**config.mk**
```make
export PLATFORM = sky130hd
export DESIGN_NAME = multicycle_control_flat
export DESIGN_NICKNAME = d
export VERILOG_FILES = /design/src/rtl/cpu_pkg.sv /design/src/rtl/multicycle_control_if.sv /design/src/rtl/retire_counter.sv /design/src/rtl/multicycle_control.sv /design/src/flat_wrapper.sv
export SDC_FILE = /design/constraint.sdc
export NUM_CORES = 1
export LEC_CHECK = 0
export BUFFER_PORTS_ARGS = -buffer_cell sky130_fd_sc_hd__buf_2
export CELL_PAD_IN_SITES_DETAIL_PLACEMENT = 1
export CELL_PAD_IN_SITES_GLOBAL_PLACEMENT = 1
export CORE_ASPECT_RATIO = 2
export CORE_UTILIZATION = 41
export DETAILED_ROUTE_END_ITERATION = 6
export PLACE_DENSITY_LB_ADDON = 0.1
export SYNTH_ARGS = -nofsm -noshare
export SYNTH_HDL_FRONTEND = slang
export SYNTH_HIERARCHICAL = 1
export SYNTH_SLANG_ARGS = --single-unit
```
**constraint.sdc**
```tcl
create_clock -name clock -period 2.2 [get_ports clock]
set_clock_uncertainty 0.05 [all_clocks]
set_input_delay 0.11 -clock clock [delete_from_list [all_inputs] [get_ports clock]]
set_output_delay 0.11 -clock clock [all_outputs]
set_load 0.005 [all_outputs]
```
**src/rtl/cpu_pkg.sv**
```systemverilog
// ----------------------------------------------------------------------------
// cpu_pkg
// Shared definitions for the multicycle 16-bit processor control path.
//   - opcode constants (IR[15:13])
//   - ALUOp codes handed to the ALU control decoder
//   - alu_src_b / pc_source mux encodings
//   - main control state enum and the control-word struct
//   - ctrlFor(): Moore decode of a state into its control word
// ----------------------------------------------------------------------------
package cpu_pkg;

    // Opcode field IR[15:13]
    localparam logic [2:0] OP_RTYPE = 3'b000;
    localparam logic [2:0] OP_LW    = 3'b001;
    localparam logic [2:0] OP_SW    = 3'b010;
    localparam logic [2:0] OP_BEQ   = 3'b011;
    localparam logic [2:0] OP_BNE   = 3'b100;
    localparam logic [2:0] OP_ADDI  = 3'b101;
    localparam logic [2:0] OP_J     = 3'b110;
    localparam logic [2:0] OP_HALT  = 3'b111;

    // ALUOp codes consumed by the ALU control decoder
    localparam logic [1:0] ALUOP_ADD    = 2'b00;
    localparam logic [1:0] ALUOP_BRANCH = 2'b01;
    localparam logic [1:0] ALUOP_RTYPE  = 2'b10;
    localparam logic [1:0] ALUOP_ADDI   = 2'b11;

    // ALU B-operand select
    localparam logic [1:0] SRCB_REGB   = 2'b00;
    localparam logic [1:0] SRCB_ONE    = 2'b01;
    localparam logic [1:0] SRCB_IMM    = 2'b10;
    localparam logic [1:0] SRCB_BRANCH = 2'b11;

    // PC source select
    localparam logic [1:0] PCSRC_ALU    = 2'b00;
    localparam logic [1:0] PCSRC_ALUOUT = 2'b01;
    localparam logic [1:0] PCSRC_JUMP   = 2'b10;

    // Branch comparisons the ALU control decoder understands
    localparam logic [2:0] FUNCT_BNE = 3'b010;
    localparam logic [2:0] FUNCT_BEQ = 3'b110;

    typedef enum logic [3:0] {
        S_FETCH     = 4'd0,
        S_DECODE    = 4'd1,
        S_MEM_ADDR  = 4'd2,
        S_MEM_READ  = 4'd3,
        S_MEM_WB    = 4'd4,
        S_MEM_WRITE = 4'd5,
        S_EXEC      = 4'd6,
        S_ALU_WB    = 4'd7,
        S_IMM_EXEC  = 4'd8,
        S_IMM_WB    = 4'd9,
        S_BRANCH    = 4'd10,
        S_JUMP      = 4'd11,
        S_HALT      = 4'd12
    } state_t;

    // fetch_gate marks the one state whose pc_write/ir_write must also
    // wait for mem_ready; it never leaves the control unit.
    typedef struct packed {
        logic       pc_write;
        logic       pc_write_cond;
        logic       ir_write;
        logic       mem_read;
        logic       mem_write;
        logic       i_or_d;
        logic       reg_write;
        logic       reg_dst;
        logic       mem_to_reg;
        logic       alu_src_a;
        logic [1:0] alu_src_b;
        logic [1:0] pc_source;
        logic [1:0] alu_op;
        logic [2:0] funct_out;
        logic       halted;
        logic       fetch_gate;
    } ctrl_t;

    // Every field starts at zero so each state only lists what it drives.
    function automatic ctrl_t ctrlFor(input state_t s,
                                      input logic [2:0] op,
                                      input logic [2:0] fn);
        ctrl_t c;
        c = '0;
        case (s)
            S_FETCH: begin
                c.mem_read   = 1'b1;
                c.alu_src_b  = SRCB_ONE;
                c.alu_op     = ALUOP_ADD;
                c.ir_write   = 1'b1;
                c.pc_write   = 1'b1;
                c.fetch_gate = 1'b1;
            end
            S_DECODE: begin
                c.alu_src_b = SRCB_BRANCH;
                c.alu_op    = ALUOP_ADD;
            end
            S_MEM_ADDR: begin
                c.alu_src_a = 1'b1;
                c.alu_src_b = SRCB_IMM;
                c.alu_op    = ALUOP_ADD;
            end
            S_MEM_READ: begin
                c.mem_read = 1'b1;
                c.i_or_d   = 1'b1;
            end
            S_MEM_WB: begin
                c.reg_write  = 1'b1;
                c.mem_to_reg = 1'b1;
            end
            S_MEM_WRITE: begin
                c.mem_write = 1'b1;
                c.i_or_d    = 1'b1;
            end
            S_EXEC: begin
                c.alu_src_a = 1'b1;
                c.alu_src_b = SRCB_REGB;
                c.alu_op    = ALUOP_RTYPE;
                c.funct_out = fn;
            end
            S_ALU_WB: begin
                c.reg_write = 1'b1;
                c.reg_dst   = 1'b1;
                c.alu_op    = ALUOP_RTYPE;
                c.funct_out = fn;
            end
            S_IMM_EXEC: begin
                c.alu_src_a = 1'b1;
                c.alu_src_b = SRCB_IMM;
                c.alu_op    = ALUOP_ADDI;
            end
            S_IMM_WB: begin
                c.reg_write = 1'b1;
            end
            S_BRANCH: begin
                c.alu_src_a     = 1'b1;
                c.alu_src_b     = SRCB_REGB;
                c.alu_op        = ALUOP_BRANCH;
                c.pc_write_cond = 1'b1;
                c.pc_source     = PCSRC_ALUOUT;
                c.funct_out     = (op == OP_BNE) ? FUNCT_BNE : FUNCT_BEQ;
            end
            S_JUMP: begin
                c.pc_write  = 1'b1;
                c.pc_source = PCSRC_JUMP;
            end
            S_HALT: begin
                c.halted = 1'b1;
            end
            default: begin
                c = '0;
            end
        endcase
        return c;
    endfunction

endpackage

```
**src/rtl/multicycle_control_if.sv**
```systemverilog
// ----------------------------------------------------------------------------
// multicycle_control_if
// Bundle between the main control unit and the datapath.
//   IR side     : opcode, funct_in
//   memory side : mem_ready
//   datapath    : enables/selects, alu_op/funct_out, halted, instr_count
// Modports: master = control unit, slave = datapath/memory side.
// ----------------------------------------------------------------------------
interface multicycle_control_if #(
    parameter int CNT_W = 16
);
    logic [2:0]       opcode;
    logic [2:0]       funct_in;
    logic             mem_ready;
    logic             pc_write;
    logic             pc_write_cond;
    logic             ir_write;
    logic             mem_read;
    logic             mem_write;
    logic             i_or_d;
    logic             reg_write;
    logic             reg_dst;
    logic             mem_to_reg;
    logic             alu_src_a;
    logic [1:0]       alu_src_b;
    logic [1:0]       pc_source;
    logic [1:0]       alu_op;
    logic [2:0]       funct_out;
    logic             halted;
    logic [CNT_W-1:0] instr_count;

    modport master (
        input  opcode, funct_in, mem_ready,
        output pc_write, pc_write_cond, ir_write, mem_read, mem_write,
               i_or_d, reg_write, reg_dst, mem_to_reg, alu_src_a,
               alu_src_b, pc_source, alu_op, funct_out, halted, instr_count
    );

    modport slave (
        output opcode, funct_in, mem_ready,
        input  pc_write, pc_write_cond, ir_write, mem_read, mem_write,
               i_or_d, reg_write, reg_dst, mem_to_reg, alu_src_a,
               alu_src_b, pc_source, alu_op, funct_out, halted, instr_count
    );

endinterface

```
**src/rtl/retire_counter.sv**
```systemverilog
// ----------------------------------------------------------------------------
// retire_counter
// Wrapping count of retired instructions.
//   clock : system clock, rising edge
//   clear : asynchronous active-high clear
//   inc   : add one on this edge
//   count : current value, wraps 2^CNT_W-1 -> 0
// ----------------------------------------------------------------------------
module retire_counter #(
    parameter int CNT_W = 16
) (
    input  logic             clock,
    input  logic             clear,
    input  logic             inc,
    output logic [CNT_W-1:0] count
);

    logic [CNT_W-1:0] r_count;

    // Natural binary overflow provides the wrap back to zero.
    always_ff @(posedge clock or posedge clear) begin
        if (clear) begin
            r_count <= '0;
        end else if (inc) begin
            r_count <= r_count + 1'b1;
        end
    end

    assign count = r_count;

endmodule

```
**src/rtl/multicycle_control.sv**
```systemverilog
// ----------------------------------------------------------------------------
// multicycle_control
// Moore main control FSM for the multicycle 16-bit processor.
//   clock : system clock, rising edge
//   reset : asynchronous active-high reset, returns to FETCH
//   bus   : multicycle_control_if.master (IR fields, mem_ready in;
//           datapath enables/selects, alu_op/funct_out, halted,
//           instr_count out)
// ----------------------------------------------------------------------------
module multicycle_control
    import cpu_pkg::*;
#(
    parameter int CNT_W = 16
) (
    input  logic                  clock,
    input  logic                  reset,
    multicycle_control_if.master  bus
);

    // Control word seen immediately under reset.
    localparam ctrl_t FETCH_CTRL = ctrlFor(S_FETCH, OP_RTYPE, 3'b000);

    state_t r_state;
    state_t w_next_state;
    ctrl_t  r_ctrl;
    logic   w_retire;

    // Next-state decode. Only FETCH, MEM_READ and MEM_WRITE look at
    // mem_ready; every other state ignores it.
    always_comb begin
        w_next_state = r_state;
        case (r_state)
            S_FETCH:     w_next_state = bus.mem_ready ? S_DECODE : S_FETCH;
            S_DECODE: begin
                case (bus.opcode)
                    OP_RTYPE:      w_next_state = S_EXEC;
                    OP_LW, OP_SW:  w_next_state = S_MEM_ADDR;
                    OP_BEQ, OP_BNE: w_next_state = S_BRANCH;
                    OP_ADDI:       w_next_state = S_IMM_EXEC;
                    OP_J:          w_next_state = S_JUMP;
                    default:       w_next_state = S_HALT;
                endcase
            end
            S_MEM_ADDR:  w_next_state = (bus.opcode == OP_SW) ? S_MEM_WRITE : S_MEM_READ;
            S_MEM_READ:  w_next_state = bus.mem_ready ? S_MEM_WB : S_MEM_READ;
            S_MEM_WB:    w_next_state = S_FETCH;
            S_MEM_WRITE: w_next_state = bus.mem_ready ? S_FETCH : S_MEM_WRITE;
            S_EXEC:      w_next_state = S_ALU_WB;
            S_ALU_WB:    w_next_state = S_FETCH;
            S_IMM_EXEC:  w_next_state = S_IMM_WB;
            S_IMM_WB:    w_next_state = S_FETCH;
            S_BRANCH:    w_next_state = S_FETCH;
            S_JUMP:      w_next_state = S_FETCH;
            S_HALT:      w_next_state = S_HALT;
            default:     w_next_state = S_FETCH;
        endcase
    end

    // An instruction retires on the edge that leaves its final state.
    // A store only finishes once memory accepts the write.
    always_comb begin
        w_retire = 1'b0;
        case (r_state)
            S_MEM_WB, S_ALU_WB, S_IMM_WB, S_BRANCH, S_JUMP: w_retire = 1'b1;
            S_MEM_WRITE: w_retire = bus.mem_ready;
            default:     w_retire = 1'b0;
        endcase
    end

    // State and control word are registered together: the control word is
    // decoded from the state being entered, so outputs are a pure function
    // of the current state. funct_in/opcode are stable from DECODE onward,
    // so capturing them on entry to EXEC/BRANCH is equivalent to decoding
    // them live.
    always_ff @(posedge clock or posedge reset) begin
        if (reset) begin
            r_state <= S_FETCH;
            r_ctrl  <= FETCH_CTRL;
        end else begin
            r_state <= w_next_state;
            r_ctrl  <= ctrlFor(w_next_state, bus.opcode, bus.funct_in);
        end
    end

    retire_counter #(
        .CNT_W (CNT_W)
    ) u_retire_counter (
        .clock (clock),
        .clear (reset),
        .inc   (w_retire),
        .count (bus.instr_count)
    );

    // FETCH may only load IR and advance PC once memory has the word.
    assign bus.pc_write      = r_ctrl.pc_write & (~r_ctrl.fetch_gate | bus.mem_ready);
    assign bus.ir_write      = r_ctrl.ir_write & bus.mem_ready;
    assign bus.pc_write_cond = r_ctrl.pc_write_cond;
    assign bus.mem_read      = r_ctrl.mem_read;
    assign bus.mem_write     = r_ctrl.mem_write;
    assign bus.i_or_d        = r_ctrl.i_or_d;
    assign bus.reg_write     = r_ctrl.reg_write;
    assign bus.reg_dst       = r_ctrl.reg_dst;
    assign bus.mem_to_reg    = r_ctrl.mem_to_reg;
    assign bus.alu_src_a     = r_ctrl.alu_src_a;
    assign bus.alu_src_b     = r_ctrl.alu_src_b;
    assign bus.pc_source     = r_ctrl.pc_source;
    assign bus.alu_op        = r_ctrl.alu_op;
    assign bus.funct_out     = r_ctrl.funct_out;
    assign bus.halted        = r_ctrl.halted;

endmodule
```
**src/flat_wrapper.sv**
```systemverilog
// flat-port wrapper written by rule: the top's interface ports become plain ports
module multicycle_control_flat import cpu_pkg::*;
#(
    parameter int CNT_W = 16
)
  (clock, reset, bus_opcode, bus_funct_in, bus_mem_ready, bus_pc_write, bus_pc_write_cond, bus_ir_write, bus_mem_read, bus_mem_write, bus_i_or_d, bus_reg_write, bus_reg_dst, bus_mem_to_reg, bus_alu_src_a, bus_alu_src_b, bus_pc_source, bus_alu_op, bus_funct_out, bus_halted, bus_instr_count);
  multicycle_control_if #(.CNT_W(CNT_W)) bus_i ();
  input  logic clock;
  input  logic reset;
  input wire logic [$bits(bus_i.opcode)-1:0] bus_opcode;
  input wire logic [$bits(bus_i.funct_in)-1:0] bus_funct_in;
  input wire logic [$bits(bus_i.mem_ready)-1:0] bus_mem_ready;
  output wire logic [$bits(bus_i.pc_write)-1:0] bus_pc_write;
  output wire logic [$bits(bus_i.pc_write_cond)-1:0] bus_pc_write_cond;
  output wire logic [$bits(bus_i.ir_write)-1:0] bus_ir_write;
  output wire logic [$bits(bus_i.mem_read)-1:0] bus_mem_read;
  output wire logic [$bits(bus_i.mem_write)-1:0] bus_mem_write;
  output wire logic [$bits(bus_i.i_or_d)-1:0] bus_i_or_d;
  output wire logic [$bits(bus_i.reg_write)-1:0] bus_reg_write;
  output wire logic [$bits(bus_i.reg_dst)-1:0] bus_reg_dst;
  output wire logic [$bits(bus_i.mem_to_reg)-1:0] bus_mem_to_reg;
  output wire logic [$bits(bus_i.alu_src_a)-1:0] bus_alu_src_a;
  output wire logic [$bits(bus_i.alu_src_b)-1:0] bus_alu_src_b;
  output wire logic [$bits(bus_i.pc_source)-1:0] bus_pc_source;
  output wire logic [$bits(bus_i.alu_op)-1:0] bus_alu_op;
  output wire logic [$bits(bus_i.funct_out)-1:0] bus_funct_out;
  output wire logic [$bits(bus_i.halted)-1:0] bus_halted;
  output wire logic [$bits(bus_i.instr_count)-1:0] bus_instr_count;
  assign bus_i.opcode = bus_opcode;
  assign bus_i.funct_in = bus_funct_in;
  assign bus_i.mem_ready = bus_mem_ready;
  assign bus_pc_write = bus_i.pc_write;
  assign bus_pc_write_cond = bus_i.pc_write_cond;
  assign bus_ir_write = bus_i.ir_write;
  assign bus_mem_read = bus_i.mem_read;
  assign bus_mem_write = bus_i.mem_write;
  assign bus_i_or_d = bus_i.i_or_d;
  assign bus_reg_write = bus_i.reg_write;
  assign bus_reg_dst = bus_i.reg_dst;
  assign bus_mem_to_reg = bus_i.mem_to_reg;
  assign bus_alu_src_a = bus_i.alu_src_a;
  assign bus_alu_src_b = bus_i.alu_src_b;
  assign bus_pc_source = bus_i.pc_source;
  assign bus_alu_op = bus_i.alu_op;
  assign bus_funct_out = bus_i.funct_out;
  assign bus_halted = bus_i.halted;
  assign bus_instr_count = bus_i.instr_count;
  multicycle_control #(.CNT_W(CNT_W)) u_core (.clock(clock), .reset(reset), .bus(bus_i));
endmodule
```
== Yosys cells after proc, flatten, opt, wreduce, memory -nomap -nowiden ==
Cells that the tools add are included.

* $add $sub $neg: 1
* Equality and inequality tests: 30
* Muxes and demuxes: 23
* Bitwise gates (word level): 4
* Reduce and logical (&&, ||, !) cells: 13

{| class="wikitable"
|+ Operators with widths
! cell !! number
|-
| 4-bit == test, second input constant || 10
|-
| 4-bit by 3-bit == test with 1-bit output, second input constant || 8
|-
| 4-bit case mux with 8 select lines || 1
|-
| 4-bit case mux with 5 select lines || 1
|-
| 16-bit by 1-bit adder with 16-bit output, second input constant || 1
|-
| 4-bit by 2-bit == test with 1-bit output, second input constant || 4
|-
| 2-bit OR reduction || 7
|-
| 1-bit 2-to-1 mux || 12
|-
| 3-bit 2-to-1 mux || 4
|-
| 2-bit case mux with 3 select lines || 2
|-
| 3-bit == test, second input constant || 3
|-
| 4-bit by 1-bit == test with 1-bit output, second input constant || 2
|-
| 4-bit logical NOT || 2
|-
| 3-bit by 2-bit == test with 1-bit output, second input constant || 2
|-
| 3-bit case mux with 2 select lines || 1
|-
| 5-bit OR reduction || 1
|-
| 2-bit case mux with 2 select lines || 1
|-
| 4-bit OR reduction || 1
|-
| 3-bit by 1-bit == test with 1-bit output, second input constant || 1
|-
| 3-bit logical NOT || 1
|-
| 3-bit OR reduction || 1
|-
| 1-bit bitwise AND || 2
|-
| 1-bit case mux with 2 select lines || 1
|-
| 1-bit inverter || 1
|-
| 1-bit OR || 1
|}

* Bits in registers: 40
* Input bits: 9
* Output and inout port bits: 36
* Word-level logic and storage cells: 88

== Logic depth before layout (Yosys ltp) ==
* Word-level depth: 7
* Depth in mapped cells: 8
* Depth with buffers taken out: 7

== Modules after synthesis ==
The synthesis kept the hierarchy.

{| class="wikitable"
|+ Modules (own cells, without submodules)
! module !! instances !! cells each !! area an instance (µm²) !! sequential area each (µm²)
|-
| multicycle_control || 1 || 116 || 1208.7 || 580.6
|-
| retire_counter || 1 || 57 || 710.7 || 400.4
|}

== Least setup slack after synthesis ==
Ideal clock, no wire load.

* Kind: register to register
* From: reg u_core.r_state[1]
* To: reg u_core.u_retire_counter.r_count[13], in the netlist u_core/u_retire_counter/count[13]
* Setup time: 0.123 ns
* Data arrival time: 1.718 ns
* Data required time: 2.027 ns
* Slack: 0.309 ns
* Cell stages (with the launch flop): 9
* Path buffers: 1
* Period minus slack after synthesis: 1.891 ns
* Cell sequence: dfrtp_1 -> buf_6 -> and2b_1 -> nor2b_1 -> o221a_2 -> nand4_4 -> nor4_4 -> nand3_1 -> xnor2_1

* Word-level cells in the longest chain between the ends: 3
* Elaborated cells between the ends (all ways): 8
* Those cells by class: 6 x eq/ne; 1 x mux; 1 x reduce/logical

{| class="wikitable"
|+ RTL lines
! item !! RTL line !! text
|-
| from (decl) || multicycle_control.sv:23 || <nowiki>state_t r_state;</nowiki>
|-
| from (signal assigned) || multicycle_control.sv:80 || <nowiki>r_state <= w_next_state;</nowiki>
|-
| 4-bit by 3-bit == test with 1-bit output / 4-bit == test (equally long branches) || multicycle_control.sv:63 || <nowiki>case (r_state)</nowiki>
|-
| 5-bit OR reduction || multicycle_control.sv:63 ||
|-
| 1-bit case mux with 2 select lines (*) || multicycle_control.sv:63 ||
|-
| named net u_core.w_retire || multicycle_control.sv:26 || <nowiki>logic w_retire;</nowiki>
|-
| to (signal assigned) || retire_counter.sv:25 || <nowiki>r_count <= r_count + 1'b1;</nowiki>
|-
| to (decl) || retire_counter.sv:18 || <nowiki>logic [CNT_W-1:0] r_count;</nowiki>
|}

The timed path passes the listed nets; every way through them passes the cells marked *.
A chain may end at the register's enable or synchronous reset.

== Final worst setup path ==
* From: reg u_core.r_state[1]
* To: reg u_core.u_retire_counter.r_count[8], in the netlist u_core/u_retire_counter/count[8]

Same word-level chain as after synthesis.

==> impl_metrics.py <==
metrics = {
    "yosys": {
        "synth_fa_ha_area_share_pct": 0.6519,
        "synth_top_cell_by_area": "dfrtp_1",
        "syn-num-nets": 183,
        "yosys.area_share.simple_pct": 22.29,
        "ys_async_sr_fraction_pct": 100.0,
        "ys.flop_type": "dfrtp_1",
        "synth_top_area_share_pct": 45.63,
        "avgSynthCellArea_um2": 11.09,
        "synthMostInstantiatedCell": "dfrtp_1",
        "synth-compound-area-share_pct": 9.192,
        "synth_edf_count": 0,
        "synth-seq-cells": 39,
        "synth.area.top_cells": "dfrtp_1, dfstp_2, xnor2_1",
        "synth_cell_types": 53,
        "synth_common_cells": "dfrtp_1, nor2_1, nand2_1, xnor2_1, buf_4",
        "synth_top_family_by_area": "simple AND/OR/NAND/NOR gates",
        "synthCells": 173,
        "yosys-mux-area-fraction_pct": 2.282,
        "yosysSeqAreaShare_pct": 51.11,
        "netlist_area_um2": 1919,
        "ys_warn_count": 6,
        "synth_xor_area_share_pct": 6.845,
    },
    "die": {
        "die_h_um": 98.76,
        "start_util_pct": 43.38,
        "coreArea_um2": 4424,
        "die_w_um": 50.38,
        "dieArea_um2": 4976,
        "io_pins": 45,
        "std_cell_rows": 34,
    },
    "detailed_routing": {
        "wl_per_cell_um": 16.21,
        "drc": 0,
        "first_iter_violations": 24,
        "dr.pass1.iters": 4,
        "viasPerCell": 5.263,
        "antenna_left": 0,
        "vias": 1442,
        "wirelength_um": 4441,
    },
    "cts": {
        "post-cts-setup-buffers": 0,
        "clock_sinks": 39,
        "cts.clk_slew.worst_paths_ns": 0.08,
        "h-tree-depth": 2,
        "root_buffer": "clkbuf_8",
        "clock_latency_ns": 0.29,
        "cts_buffer_depth": 2,
        "cts_made_buffers": 5,
        "cts_tree": "done",
    },
    "status": {
        "status": "complete, no violations",
    },
    "critical_path": {
        "end_kind": "flip-flop",
        "arrival_ns": 2.25,
        "worstPathMaxFanout": 12,
        "endpoint": "u_core/u_retire_counter/count[8]",
        "r2r_end": "u_core/u_retire_counter/count[8]",
        "crit_family": "simple AND/OR/NAND/NOR gates",
        "crit_slowest_cell": "dfrtp_1",
        "path_cells": "and2b_1 -> nor2b_1 -> o221a_2 -> nand4_4 -> or2_1 -> nor2_1 -> xor2_1",
        "startpoint_type": "flip-flop",
        "r2r_slack_ns": 0.11,
        "cp.buffers_inverters": 0,
        "crit_cells": 7,
        "slowest_delay_ns": 0.50,
        "required_ns": 2.36,
        "startpoint": "u_core/r_state[1]",
        "rr_startpoint": "u_core/r_state[1]",
        "rr_worst_depth": 7,
        "crit_type": "reg2reg",
    },
    "sta": {
        "fin_tns_setup_ns": 0,
        "worst_slack_ns": 0.1148,
        "worstMarginPinSlew_ns": 0.8558,
        "whs_ns": 0.08397,
        "final_max_slew_viol_count": 0,
        "fmax_mhz": 479.6,
        "period_minus_slack_ns": 2.085,
        "rsz0062_at_grt": "false",
        "relSlewSlack_pct": 42.88,
        "finalSetupViolCount": 0,
        "hold_viol_final": 0,
        "finalCritPeriodShare_pct": 94.78,
    },
    "global_route": {
        "first_global_vias": 1561,
        "grt.total_usage_pct": 20.62,
        "grt_overflow": 0,
        "grt_pass1_wl_um": 7603,
        "antenna_found_initial": 0,
        "grt_max_degree": 24,
    },
    "pwr": {
        "ir_drop_uv": 667.4,
        "p_per_area_nw_per_um2": 1255,
        "leakage_nw": 1.145,
    },
    "job": {
        "drv_cap": 0,
    },
    "placed_design": {
        "gp_congestion": 0.8936,
        "place_inst": 264,
        "post-place-ws_ns": 0.08047,
        "place_hpwl_um": 3481,
        "portBuffers": 44,
    },
    "final_layout": {
        "num-nets-final": 229,
        "syn_to_final_growth_pct": 18.45,
        "post-route-util_pct": 51.39,
        "layout-drive-gt1-share_pct": 37.27,
        "largest_reg_flops": 16,
        "final_cells": 274,
        "insertedDiodeCount": 0,
    },
    "hold_path": {
        "min_path_cells": 3,
        "hp-class": "in2reg",
    },
}
## cells in the final DEF, fill, tap and decap left out, types with 6 or more instances in the layout
cell type	instances
inv_1	6
buf_2	44
buf_4	7
nand3_1	7
dfrtp_1	33
xnor2_1	10
nor2_1	12
nand2_1	10
## per-layer routing
metal	GRT usage [%]	vias to the layer above	share of wire [%]
li1	-	677	-
met1	19.20	722	34
met2	39.69	33	61
met3	4.321	10	2.7
met4	10.47	0	2.5
met5	0	-	0
## power by group
group / leakage, nW / internal, W / switching (W)
clock network: 0.0402 / 0.000221 / 0.000262
registers: 0.504 / 0.000940 / 0.000192
logic: 0.601 / 0.000576 / 0.000662
total: 1.14 / 0.00174 / 0.00112
## per-stage QoR
stage | area, um2 | total power [W]
after global routing | 2273 | 0.003073
after floorplan | 1919 | 0.002015
after CTS | 2257 | 0.002879
final | 2273 | 0.002853
after global placement | 2148 | 0.002329
after detailed placement | 2148 | 0.002380
## worst reg2reg max path, cell delays in order (launching register included)
cell and delay [ns]:
dfrtp_1 0.50, and2b_1 0.24, nor2b_1 0.12, o221a_2 0.30, nand4_4 0.16, or2_1 0.30, nor2_1 0.15, xor2_1 0.19
## area by class of cell
cell class	instances	area, um2
clock inverter	3	20.02
inverter	9	35.03
tap	54	67.56
timing repair buffer	53	292.8
clock buffer	5	68.82
multi-input combinational	111	805.8
sequential	39	983.4
fill	505	2151
## worst min-delay path by stage
| stage | from | to |
|---|---|---|
| detailed placement | reset | u_core/u_retire_counter/count[12] |
| global route | bus_mem_ready | u_core/bus.mem_to_reg |
| global placement | reset | u_core/u_retire_counter/count[13] |
| floorplan | reset | u_core/u_retire_counter/count[0] |
| CTS | bus_mem_ready | u_core/bus.mem_to_reg |
| finish | bus_mem_ready | u_core/bus.mem_to_reg |
## timing repair
| action | CTS | global route |
|---|---|---|
| setup endpoints to repair | 0 | 7 |
| hold endpoints to repair | 36 | 0 |
| resized for setup | 0 | 4 |
| hold buffers | 2 | 0 |
## kinds of logic (layout without fill, tap and decap cells)
group                      after synthesis  after routing
and+or+nand+nor                         67             67
DFF                                     39             39
AOI/OAI and AO/OA                       24             24
buffers and inverters                   23             70
xor gates and xnor gates                15             15
muxes                                    4              4
adders and majority gates                1              1
Power figures use the tool's default switching activity.
